File: config.mk
export PLATFORM = sky130hd
export DESIGN_NAME = pds_port_seq
export DESIGN_NICKNAME = d
export VERILOG_FILES = /design/src/rtl/pds_port_seq.sv
export SDC_FILE = /design/constraint.sdc
export NUM_CORES = 1
export LEC_CHECK = 0
export ABC_AREA = 1
export CORE_MARGIN = 1.5
export CORE_UTILIZATION = 55
export DETAILED_ROUTE_END_ITERATION = 10
export PLACE_DENSITY = 0.76
export SYNTH_ARGS = -nofsm -noshare
export SYNTH_HDL_FRONTEND = slang
export SYNTH_SLANG_ARGS = --single-unit
File: constraint.sdc
create_clock -name clk -period 4.5 [get_ports clk]
set_clock_uncertainty 0.2 [all_clocks]
set_input_delay 0.9 -clock clk [delete_from_list [all_inputs] [get_ports clk]]
set_output_delay 0.9 -clock clk [all_outputs]
set_load 0.005 [all_outputs]
File: src/rtl/pds_port_seq.sv
// Power-stage sequencer: staggers per-port soft-start through a single shared ramp slot,
// filters overcurrent in ON, and holds faulted ports in a cooldown that keeps them dropped.
module pds_port_seq #(
  parameter int NUM_PORTS  = 4,
  parameter int INRUSH_CYC = 16,
  parameter int OC_FILT    = 4,
  parameter int COOL_CYC   = 64
) (
  input  logic                 clk,
  input  logic                 rst_n,
  input  logic [NUM_PORTS-1:0] on_req,
  input  logic [NUM_PORTS-1:0] oc,
  output logic [NUM_PORTS-1:0] pwr_en,
  output logic [NUM_PORTS-1:0] pwr_good,
  output logic [NUM_PORTS-1:0] off,
  output logic [NUM_PORTS-1:0] fault,
  output logic                 busy
);

  localparam int RW = $clog2(INRUSH_CYC + 1);
  localparam int OW = $clog2(OC_FILT + 1);
  localparam int CW = $clog2(COOL_CYC + 1);

  typedef enum logic [2:0] {
    ST_OFF,
    ST_WAIT,
    ST_RAMP,
    ST_ON,
    ST_FAULT
  } state_e;

  state_e          state_q [NUM_PORTS];
  state_e          state_d [NUM_PORTS];
  logic [OW-1:0]   oc_cnt_q [NUM_PORTS];
  logic [OW-1:0]   oc_cnt_d [NUM_PORTS];
  logic [CW-1:0]   cool_q [NUM_PORTS];
  logic [CW-1:0]   cool_d [NUM_PORTS];
  logic [RW-1:0]   ramp_cnt_q;
  logic [RW-1:0]   ramp_cnt_d;

  logic            rbusy;
  logic            grant;
  logic            ramp_done;
  logic [OW-1:0]   oc_next;

  // rbusy decodes the registered states, so a port leaving RAMP still blocks entry on that edge.
  always_comb begin
    rbusy = 1'b0;
    for (int unsigned i = 0; i < NUM_PORTS; i++) begin
      if (state_q[i] == ST_RAMP) rbusy = 1'b1;
    end
  end

  assign ramp_done = (ramp_cnt_q == '0);

  always_comb begin
    grant   = 1'b0;
    oc_next = '0;
    for (int unsigned i = 0; i < NUM_PORTS; i++) begin
      state_d[i]  = state_q[i];
      oc_cnt_d[i] = '0;
      cool_d[i]   = '0;
      case (state_q[i])
        ST_OFF: begin
          if (on_req[i]) state_d[i] = ST_WAIT;
        end
        ST_WAIT: begin
          if (!on_req[i]) begin
            state_d[i] = ST_OFF;
          end else if (!rbusy && !grant) begin
            state_d[i] = ST_RAMP;
            grant      = 1'b1;
          end
        end
        ST_RAMP: begin
          if (!on_req[i])     state_d[i] = ST_OFF;
          else if (ramp_done) state_d[i] = ST_ON;
        end
        ST_ON: begin
          if (!oc[i])                             oc_next = '0;
          else if (oc_cnt_q[i] == OW'(OC_FILT))   oc_next = oc_cnt_q[i];
          else                                    oc_next = oc_cnt_q[i] + OW'(1);
          if (oc_next == OW'(OC_FILT)) begin
            state_d[i] = ST_FAULT;
            cool_d[i]  = CW'(COOL_CYC - 1);
          end else if (!on_req[i]) begin
            state_d[i] = ST_OFF;
          end else begin
            oc_cnt_d[i] = oc_next;
          end
        end
        ST_FAULT: begin
          if (cool_q[i] == '0) state_d[i] = ST_OFF;
          else                 cool_d[i]  = cool_q[i] - CW'(1);
        end
        default: state_d[i] = ST_OFF;
      endcase
    end
  end

  always_comb begin
    ramp_cnt_d = ramp_cnt_q;
    if (grant)                   ramp_cnt_d = RW'(INRUSH_CYC - 1);
    else if (rbusy && !ramp_done) ramp_cnt_d = ramp_cnt_q - RW'(1);
  end

  always_ff @(posedge clk or negedge rst_n) begin
    if (!rst_n) begin
      ramp_cnt_q <= '0;
      for (int unsigned i = 0; i < NUM_PORTS; i++) begin
        state_q[i]  <= ST_OFF;
        oc_cnt_q[i] <= '0;
        cool_q[i]   <= '0;
      end
    end else begin
      ramp_cnt_q <= ramp_cnt_d;
      for (int unsigned i = 0; i < NUM_PORTS; i++) begin
        state_q[i]  <= state_d[i];
        oc_cnt_q[i] <= oc_cnt_d[i];
        cool_q[i]   <= cool_d[i];
      end
    end
  end

  always_comb begin
    pwr_en   = '0;
    pwr_good = '0;
    off      = '0;
    fault    = '0;
    for (int unsigned i = 0; i < NUM_PORTS; i++) begin
      pwr_en[i]   = (state_q[i] == ST_RAMP) || (state_q[i] == ST_ON);
      pwr_good[i] = (state_q[i] == ST_ON);
      off[i]      = (state_q[i] == ST_FAULT);
      fault[i]    = (state_q[i] == ST_FAULT);
    end
  end

  assign busy = rbusy;

endmodule

; After elaboration in Yosys (flattened, before gate mapping)
; Index checks and enable logic that the tools add are counted.
[word_totals]
ff_bits = 57
inputBits = 10
[op_classes]
eq_ne = 44
n_mux = 87
add_sub_neg = 9
n_reduce_logical = 27
[op_table]
columns = op, count
row1 = $mux W3, 53
row2 = $pmux W3 S5, 4
row3 = $pmux W7 S2, 4
row4 = $eq A3 B3 Y1 const B, 12
row5 = $logic_not A7 Y1, 4
row6 = $mux W7, 4
row7 = $sub A7 B1 Y7 const B, 4
row8 = $eq A3 B2 Y1 const B, 8
row9 = $mux W6, 4
row10 = $ne A3 B3 Y1 const B, 8
row11 = $reduce_and A5 Y1, 4
row12 = $mux W1, 16
row13 = $add A3 B1 Y3 const B, 4
row14 = $eq A3 B1 Y1 const B, 4
row15 = $logic_not A3 Y1, 4
row16 = $ne A3 B2 Y1 const B, 4
row17 = $mux W5, 2
row18 = $ne A2 B1 Y1 const B, 4
row19 = $ne A2 B2 Y1 const B, 4
row20 = $logic_not A1 Y1, 5
row21 = $logic_not A5 Y1, 1
row22 = $sub A5 B1 Y5 const B, 1
row23 = $logic_and A1 B1 Y1, 4
row24 = $logic_or A1 B1 Y1, 4
row25 = $reduce_bool A2 Y1, 1

; Longest topological paths before layout
; Gate-level depths: netlist of the first run.
[depth]
word_depth = 24
depth_mapped = 11

; Least setup slack after synthesis of the first run
; No wires, ideal clock.
[synth_timing]
path_type = register to output
start = register state_q[6] (netlist name)
end = output port off[1]
t_arrival_ns = 0.961
slack_ns = 2.439
required_ns = 3.400
path_buffers = 1
stages_incl_launch_ff = 3
path_cell_list = dfrtp_1 nor3_1 buf_4
[synth_between]
elab_chain_cells = 1
[synth_lines]
columns = element, line
row1 = start: declaration, 32  ; state_e state_q [NUM_PORTS];
row2 = start signal: indexed assignment, 118  ; state_q[i] <= state_d[i];
row3 = $eq A3 B3 Y1, --
row4 = end: declaration, 15  ; output logic [NUM_PORTS-1:0] off,
; No other way between the ends.

; Worst setup path after layout of the first run
[layout_timing]
start = register state_q[1] (netlist name)
end = output port busy
[layout_between]
elab_chain_cells = 2
[layout_lines]
columns = element, line
row1 = $eq A3 B2 Y1, 50  ; if (state_q[i] == ST_RAMP) rbusy = 1'b1;
row2 = $mux W1, 50
row3 = end: declaration, 17  ; output logic busy
; No other way between the ends.

==> out/summary.txt, run 1 <==
Ant. Diodes -> 0
Die H -> 81.6 µm
Row Count -> 28
Max Cap Violations -> 0
Top cell by count, worst path -> inv_1
largest family of logic cells by synthesized area -> simple AND/OR/NAND/NOR gates
die area -> 0.00667 mm²
Psw -> 445 µW
Pwr per Cell Area -> 351 mW/mm²
sequential area share after synthesis -> 41.9%
postcts setup bufs -> 0
fin. max-slew vios -> 0
simple-gate share of the synthesized area -> 31.1%
buffer type at the clock tree root -> clkbuf_8
Most Used Layer, Global Route -> met2
power share of the clock group -> 30.7%
Synth Warn # -> 0
Max Fclk -> 347 MHz
Seq pwr share -> 43.5%
worst reg-to-reg setup slack -> 2.63 ns
DRC viols -> 0
fin cells -> 547
Gate Count Post-Synth -> 433
mux share of post-synthesis cell area -> 0%
DP HPWL -> 4.76 mm
boundary pin count -> 27
TNS Setup -> 0 ns
Mapped Avg Cell Area -> 7.86 µm²
met1 Use GR -> 26.2%
final WL -> 6.29 mm
synth unique cells -> 29
Mapped Nets -> 461
number of nets still failing antenna checks after routing -> 0
first-pass GRT wire length -> 11.3 mm
clock sink count -> 57
sw frac -> 32.5%
critical path fanouts, max -> 8
crit end category -> output pin
Tmin final -> 2.88 ns
met2 GRT Util -> 39.5%
cts bufs inserted -> 9
RSZ-0062 raised after global routing -> false
leak pwr -> 2.01 nW
Worst path max stage delay -> 0.45 ns
Area Growth Syn to Fin -> 14.7%
final worst path period share -> 64.0%
Worst-path clk slew -> 0.06 ns
Comb power frac -> 25.9%
CTS tree -> built
Core Box Area -> 0.00596 mm²
Compound-Gate Fraction of Synth Area -> 7.13%
Adder-Cell Fraction of Synth Area -> 6.62%
WP data required -> 3.40 ns
cts hold-fix bufs -> 0
M3 GR Usage -> 5.67%
via/cell ratio -> 5.09
Worst Slack Setup Final -> 1.62 ns
Post-DP Area -> 0.00373 mm²
routed len/inst -> 11.5 µm
Max-slew headroom -> 65.2%
Core Util, Final -> 65.5%
hold slack final -> 0.269 ns
nets@finish -> 495
register bit total from synthesis -> 57
initial DRC count -> 126
CP max stage cell -> clkdlybuf4s50_1
Post-Synth XOR/XNOR Area -> 4.38%
Worst VDD drop -> 0.000256 V
number of H-tree levels -> 3
Final Cell Area -> 0.00390 mm²
layout cell share with drive strength beyond 1 -> 9.75%
Die X -> 81.6 µm
Critical Path AT -> 1.78 ns
worst setup path category -> register to output pin
post-cts sizing count -> 0
status -> complete, no violations
Final GP Congestion -> 0.808
CTS Buffer Depth -> 2
startpoint type of the worst setup path -> register
worst-path cell chain -> inv_1 > nor2_4 > nand2_2 > nand2_4 > nor2_8 > inv_1 > clkdlybuf4s50_1
vias in the first global route -> 2701
via count -> 2784
final hold violations -> 0
Internal -> 924 µW
Placed Cells -> 531
DRT Pass-1 Iters -> 4
Starting Density -> 57.1%
worst skew pair latency -> 0.33 ns
port buffer count -> 26
initial antenna violation count -> 0
total congestion overflow -> 0
Power, Total -> 1.37 mW
final count of negative-setup-slack endpoints -> 0
Slew @ Worst Pin -> 0.522 ns
synthesized area -> 0.00340 mm²
pin count of the biggest net entering global routing -> 35
GRT Total Usage -> 22.2%
pre-CTS WS -> 1.94 ns
Hold Crit Class -> register to register
## worst max-delay path, delay by kind of cell, from the launching register on
kind                   cells  cell delay (ns)
buffers and inverters      3             0.69
flip-flops                 1             0.40
AND/OR/NAND/NOR            4             0.37
## metal layers
layer  wire (µm)  up-vias
met5           0        -
met4          75        0
met3         211        6
met2        3110       43
met1        2900     1290
li1            -     1445
## layout make-up
type                    count  area (µm²)
well taps                  75        93.8
repair buffers             27         263
multi-input cells         300        1680
clock inverters             3        15.0
flip-flops and latches     57        1430
inverters                  72         270
fillers                   499        2050
clock buffers              13         159
## cell usage in the layout, fill, tap and decap left out, types with 2 or more instances in the layout
cell type,netlist,final
nand2_1,84,84
nor3b_1,2,2
clkdlybuf4s50_1,0,25
nand2_4,2,2
inv_1,69,69
clkbuf_8,0,11
a211oi_1,3,3
clkbuf_1,0,2
xor2_1,8,8
dfrtp_1,57,57
nor3_2,2,2
o21ai_0,31,31
xnor2_1,9,9
clkinv_2,0,3
nor2_1,50,50
nor2_2,6,6
ha_1,18,18
nor3_1,7,7
nand4_1,14,14
nand3_2,4,4
nand3_1,38,38
a21oi_1,4,4
inv_2,3,3
nand2_2,9,9
nor2_8,2,2
## power groups by stage
stage	sequential (mW)	clock [mW]	combinational, mW
2_1_floorplan	0.595	0	0.251
3_3_place_gp	0.601	0	0.341
4_1_cts	0.594	0.431	0.359
3_5_place_dp	0.603	0	0.352
6_report	0.595	0.420	0.354
5_1_grt	0.600	0.456	0.401
## flip-flops by register name, indices dropped and copies added (netlist names)
register	flops
cool_q	28
oc_cnt_q	12
ramp_cnt_q	5
state_q	12
## worst paths after layout
check	from	endpoint	depth (start not counted)
worst max-delay path	state_q[1]	busy	7
worst min-delay path	cool_q[7]	cool_q[7]	1
worst max register to register	ramp_cnt_q[0]	state_q[0]	9
worst min register to register	cool_q[7]	cool_q[7]	1
max in group asynchronous	rst_n	cool_q[9]	2
min in group asynchronous	rst_n	cool_q[4]	1
## cells in the mapped netlist
library cell	instances	share of area (%)
nand2_1	84	9.3
inv_1	69	7.6
dfrtp_1	57	42
nor2_1	50	5.5
nand3_1	38	5.6
o21ai_0	31	4.6
ha_1	18	6.6
nand4_1	14	2.6
nand2_2	9	1.7
xnor2_1	9	2.3
xor2_1	8	2.1
nor3_1	7	1.0
nor2_2	6	1.1
a21oi_1	4	0.59
buf_4	4	0.88
nand3_2	4	1.2
a211oi_1	3	0.66
inv_2	3	0.33
nand2_4	2	0.66
nor2_8	2	1.2
nor3_2	2	0.59
nor3b_1	2	0.44
a21o_1	1	0.22
a22oi_1	1	0.22
a31o_2	1	0.26
a31oi_1	1	0.18
nor2_4	1	0.33
o211ai_1	1	0.22
o21bai_1	1	0.22
## logic make-up after synthesis
logic type | after synthesis
fa+ha+maj | 18
flops | 57
compound gates | 44
buf+inv | 76
simple gates | 221
xor+xnor | 17
Note: power is estimated with default switching activity, not from simulation.
==> run 2: changes to the inputs <==
- clock period: 4.5 -> 2.83 ns (I/O delays scaled with it)
==> run 2 against run 1 <==
  * Routed wire length grew 2.3%
  * First-iteration DRC count shrank 24%
  * Sequential share of layout area shrank 0.12 points
  * Clock-buffer cell count is the same
==> out/summary.txt, run 2 (same netlist as run 1, synthesis figures left out) <==
final worst path period share -> 90.7%
Final Cell Area -> 0.00392 mm² (was 0.00390 mm²)
number of H-tree levels -> 3 (unchanged)
Core Box Area -> 0.00596 mm² (unchanged)
FF/Latch Area -> 0.00143 mm² (unchanged)
hold slack final -> 0.0222 ns (was 0.269 ns)
Final GP Congestion -> 0.815 (was 0.808)
status -> complete, no violations (unchanged)
Hold Crit Class -> input pin to async pin (was register to register)
Critical Path AT -> 1.80 ns (was 1.78 ns)
Pwr per Cell Area -> 554 mW/mm² (was 351 mW/mm²)
DRT Pass-1 Iters -> 4 (unchanged)
Max-slew headroom -> 60.8% (was 65.2%)
vias in the first global route -> 2760 (was 2701)
critical path fanouts, max -> 8 (unchanged)
boundary pin count -> 27 (unchanged)
layout cell share with drive strength beyond 1 -> 9.75% (unchanged)
nets@finish -> 495 (unchanged)
Seq pwr share -> 43.6% (was 43.5%)
initial antenna violation count -> 0 (unchanged)
Core Util, Final -> 65.7% (was 65.5%)
postcts setup bufs -> 0 (unchanged)
worst skew pair latency -> 0.34 ns (was 0.33 ns)
Power, Total -> 2.17 mW (was 1.37 mW)
via/cell ratio -> 5.07 (was 5.09)
Internal -> 1.47 mW (was 924 µW)
routed len/inst -> 11.8 µm (was 11.5 µm)
R2R depth -> 11 (was 9)
final WL -> 6.44 mm (was 6.29 mm)
Largest register FFs -> 28 (unchanged)
DRC viols -> 0 (unchanged)
Psw -> 699 µW (was 445 µW)
Comb power frac -> 25.6% (was 25.9%)
leading cell type in the layout, fill and taps excluded -> nand2_1 (unchanged)
buffer type at the clock tree root -> clkbuf_8 (unchanged)
TNS Setup -> 0 ns (unchanged)
sw frac -> 32.2% (was 32.5%)
top flop regs -> cool_q: 28 flops, oc_cnt_q: 12 flops, state_q: 12 flops (unchanged)
crit end category -> output pin (unchanged)
cts bufs inserted -> 9 (unchanged)
power share of the clock group -> 30.9% (was 30.7%)
fin cells -> 547 (unchanged)
most frequent cells in the layout -> nand2_1 (84), inv_1 (69), dfrtp_1 (57), nor2_1 (50), nand3_1 (38) (unchanged)
die area -> 0.00667 mm² (unchanged)
CTS Buffer Depth -> 2 (unchanged)
pre-CTS WS -> 0.594 ns (was 1.94 ns)
Area Growth Syn to Fin -> 15.1% (was 14.7%)
Die H -> 81.6 µm (unchanged)
GRT Total Usage -> 22.1% (was 22.2%)
Max Fclk -> 390 MHz
CTS tree -> built (unchanged)
Multi-input gate area -> 0.00168 mm² (unchanged)
total congestion overflow -> 0 (unchanged)
post-cts sizing count -> 0 (unchanged)
cts hold-fix bufs -> 0 (unchanged)
RSZ-0062 raised after global routing -> false (unchanged)
Row Count -> 28 (unchanged)
clock sink count -> 57 (unchanged)
Die X -> 81.6 µm (unchanged)
port buffer count -> 26 (unchanged)
Worst VDD drop -> 0.000347 V (was 0.000256 V)
initial DRC count -> 96 (was 126)
pin count of the biggest net entering global routing -> 34 (was 35)
worst setup path category -> register to output pin (unchanged)
Ant. Diodes -> 0 (unchanged)
via count -> 2775 (was 2784)
DP HPWL -> 4.86 mm (was 4.76 mm)
Slew @ Worst Pin -> 0.588 ns (was 0.522 ns)
startpoint type of the worst setup path -> register (unchanged)
Max Cap Violations -> 0 (unchanged)
Largest Register -> cool_q (unchanged)
final hold violations -> 0 (unchanged)
leak pwr -> 2.02 nW (was 2.01 nW)
number of nets still failing antenna checks after routing -> 0 (unchanged)
Tmin final -> 2.57 ns
fin. max-slew vios -> 0 (unchanged)
Post-DP Area -> 0.00374 mm² (was 0.00373 mm²)
Worst Slack Setup Final -> 0.263 ns (was 1.62 ns)
final count of negative-setup-slack endpoints -> 0 (unchanged)
Layout fillers -> 542 (was 499)
first-pass GRT wire length -> 11.2 mm (was 11.3 mm)
Starting Density -> 57.1% (unchanged)
Worst-path clk slew -> 0.07 ns (was 0.06 ns)
WP data required -> 2.06 ns (was 3.40 ns)
Placed Cells -> 531 (unchanged)
-- run 2: layout make-up --
type | instances | area share, %
Multi-Input combinational cell | 300 | 42.8
Sequential cell | 57 | 36.4
Timing Repair Buffer | 27 | 7.03
Inverter | 72 | 6.90
Clock buffer | 13 | 4.06
Tap cell | 75 | 2.40
Clock inverter | 3 | 0.384
-- run 2: metal layers --
metal	share of wire [%]	wire length (µm)	GRT usage, %
met5	0	0	0
met3	3.2	206	5.44
met2	49	3170	39.8
met4	1.7	111	8.98
met1	46	2950	25.0
-- run 2: worst max-delay path, cell delays in order, from the launching register on --
cell	delay, ns
dfrtp_1	0.41
inv_1	0.14
nor2_4	0.06
nand2_2	0.07
nand2_4	0.06
nor2_8	0.17
inv_1	0.09
clkdlybuf4s50_1	0.45
-- run 2: final timing paths --
| check | startpoint | end | slack, ns |
|---|---|---|---|
| setup reg to reg | cool_q[21] | state_q[10] | 1.00 |
| max in group asynchronous | rst_n | ramp_cnt_q[2] | 1.82 |
| hold reg to reg | cool_q[7] | cool_q[7] | 0.27 |
| hold / removal | rst_n | cool_q[4] | 0.02 |
| min in group clk | cool_q[7] | cool_q[7] | 0.27 |
| setup / recovery | state_q[1] | busy | 0.26 |
-- run 2: power groups by stage --
stage               clock [mW]  combinational (mW)  sequential (mW)
floorplan                    0               0.399            0.946
global placement             0               0.546            0.954
detailed placement           0               0.560            0.958
CTS                      0.686               0.562            0.944
global route             0.717               0.628            0.954
finish                   0.670               0.554            0.945
==> run 3: changes to the inputs <==
- CORE_ASPECT_RATIO: not set -> 0.6
==> run 3 against run 2 <==
  * Utilization increased by 3.4 points
  * Via count increased by 2.6%
  * Worst hold slack improved by 0.040 ns
  * Flip-flop and latch count unchanged
  * Setup slack improved by 0.017 ns
  * Register-to-register slack got worse by 0.05 ns
  * Critical path depth unchanged
  * Fmax increased by 0.65%
  * Total power increased by 10%
  * Final cell count increased by 0.73%
  * Clock power increased by 30%
  * Sequential share of layout area decreased by 0.56 points
==> out/summary.txt, run 3 (same netlist as run 1, synthesis figures left out) <==
Layout fillers -> 459 (was 542)
crit end category -> output pin (unchanged)
initial antenna violation count -> 0 (unchanged)
via count -> 2848 (was 2775)
number of H-tree levels -> 3 (unchanged)
CP max stage cell -> clkdlybuf4s50_1 (unchanged)
hold slack final -> 0.0627 ns (was 0.0222 ns)
initial DRC count -> 114 (was 96)
Psw -> 719 µW (was 699 µW)
Largest Register -> cool_q (unchanged)
Hold Crit Class -> input pin to async pin (unchanged)
Top cell by count, worst path -> inv_1 (unchanged)
cts hold-fix bufs -> 0 (unchanged)
postcts setup bufs -> 0 (unchanged)
die area -> 0.00668 mm² (was 0.00667 mm²)
layout cell share with drive strength beyond 1 -> 9.77% (was 9.75%)
power share of the clock group -> 36.5% (was 30.9%)
Largest register FFs -> 28 (unchanged)
Worst VDD drop -> 0.000412 V (was 0.000347 V)
leak pwr -> 2.04 nW (was 2.02 nW)
cts bufs inserted -> 9 (unchanged)
routed len/inst -> 12.0 µm (was 11.8 µm)
first-pass GRT wire length -> 12.2 mm (was 11.2 mm)
final worst path period share -> 90.1% (was 90.7%)
Power, Total -> 2.39 mW (was 2.17 mW)
RSZ-0062 raised after global routing -> false (unchanged)
Seq pwr share -> 39.7% (was 43.6%)
Worst path max stage delay -> 0.45 ns (about the same)
total congestion overflow -> 0 (unchanged)
DP HPWL -> 4.99 mm (was 4.86 mm)
startpoint type of the worst setup path -> register (unchanged)
Worst Setup SP -> state_q[1] (unchanged)
vias in the first global route -> 2739 (was 2760)
worst skew pair latency -> 0.34 ns (about the same)
clock sink count -> 57 (unchanged)
fin. max-slew vios -> 0 (unchanged)
most frequent cells in the layout -> nand2_1 (84), inv_1 (69), dfrtp_1 (57), nor2_1 (50), nand3_1 (38) (unchanged)
Pwr per Cell Area -> 601 mW/mm² (was 554 mW/mm²)
Slew @ Worst Pin -> 0.686 ns (was 0.588 ns)
boundary pin count -> 27 (unchanged)
worst setup path category -> register to output pin (unchanged)
Critical Path AT -> 1.78 ns (was 1.80 ns)
Ant. Diodes -> 0 (unchanged)
final WL -> 6.61 mm (was 6.44 mm)
GRT Total Usage -> 23.1% (was 22.1%)
CTS tree -> built (unchanged)
Starting Density -> 59.1% (was 57.1%)
final count of negative-setup-slack endpoints -> 0 (unchanged)
sw frac -> 30.1% (was 32.2%)
CTS Buffer Depth -> 2 (unchanged)
TNS Setup -> 0 ns (unchanged)
Max-slew headroom -> 54.3% (was 60.8%)
DRC viols -> 0 (unchanged)
Final GP Congestion -> 0.837 (was 0.815)
Tmin final -> 2.55 ns (was 2.57 ns)
reg2reg start -> ramp_cnt_q[0] (was cool_q[21])
DRT Pass-1 Iters -> 5 (was 4)
Max Fclk -> 392 MHz (was 390 MHz)
Die H -> 63.9 µm (was 81.6 µm)
worst-path cell chain -> inv_1 > nor2_4 > nand2_2 > nand2_4 > nor2_8 > inv_1 > clkdlybuf4s50_1 (unchanged)
post-cts sizing count -> 0 (unchanged)
Die X -> 105 µm (was 81.6 µm)
buffer type at the clock tree root -> clkbuf_8 (unchanged)
leading cell type in the layout, fill and taps excluded -> nand2_1 (unchanged)
top flop regs -> cool_q: 28 flops, oc_cnt_q: 12 flops, state_q: 12 flops (unchanged)
Area Growth Syn to Fin -> 16.9% (was 15.1%)
pin count of the biggest net entering global routing -> 30 (was 34)
Max Cap Violations -> 0 (unchanged)
Comb power frac -> 23.8% (was 25.6%)
Internal -> 1.67 mW (was 1.47 mW)
critical path fanouts, max -> 8 (unchanged)
Worst-path clk slew -> 0.06 ns (was 0.07 ns)
WP data required -> 2.06 ns (about the same)
status -> complete, no violations (unchanged)
port buffer count -> 26 (unchanged)
Core Box Area -> 0.00575 mm² (was 0.00596 mm²)
final hold violations -> 0 (unchanged)
Row Count -> 21 (was 28)
via/cell ratio -> 5.17 (was 5.07)
number of nets still failing antenna checks after routing -> 0 (unchanged)
nets@finish -> 495 (unchanged)
[run 3: cell count changes in the layout (fill, tap and decap cells not counted)]
cell,delta
clkbuf_8,+1
bufinv_16,+2
clkinv_2,-3
clkbuf_1,-1
[run 3: cell type report]
cell class	instances	area, µm²	area share, %
well taps	80	100	2.52
flip-flops and latches	57	1430	35.9
multi-input cells	300	1680	42.1
inverters	72	270	6.80
clock buffers	13	169	4.25
repair buffers	27	275	6.92
clock inverters	2	60.1	1.51
[run 3: metrics by stage]
| step | cell area, µm² | utilization (%) | std cells | worst slack (ns) |
|---|---|---|---|---|
| 2_1_floorplan | 3400 | - | 433 | 1.10 |
| 3_3_place_gp | 3750 | 65.1 | 536 | 0.662 |
| 3_5_place_dp | 3750 | 65.1 | 536 | 0.588 |
| 4_1_cts | 3980 | 69.1 | 551 | 0.252 |
| 5_1_grt | 3980 | 69.1 | 551 | 0.166 |
| 6_report | 3980 | 69.1 | 551 | 0.280 |
[run 3: final timing paths]
path / end / slack, ns / cells after the start
max: busy / 0.28 / 7
min in group clk: cool_q[14] / 0.29 / 1
max reg2reg: state_q[0] / 0.95 / 9
max in group asynchronous: cool_q[18] / 1.78 / 2
min: cool_q[0] / 0.06 / 1
min reg2reg: cool_q[14] / 0.29 / 1
[run 3: worst max-delay path, delay by kind of cell (launching register included)]
family	cells	cell delay, ns
buffers and inverters	3	0.67
flip-flops	1	0.40
AND/OR/NAND/NOR	4	0.37
[run 3: power by group through the flow]
stage	Clock (mW)	Sequential (mW)	Combinational (mW)
2_1_floorplan	0	0.946	0.399
3_3_place_gp	0	0.956	0.551
3_5_place_dp	0	0.959	0.564
4_1_cts	0.895	0.945	0.570
5_1_grt	0.937	0.955	0.639
6_report	0.874	0.950	0.569
[run 3: routing by layer]
layer,share of wire (%),vias up,GRT usage (%)
met4,0.95,0,9.38
met1,53,1305,32.1
met5,0,-,0
met3,5.0,9,7.76
li1,-,1463,-
met2,41,71,33.1
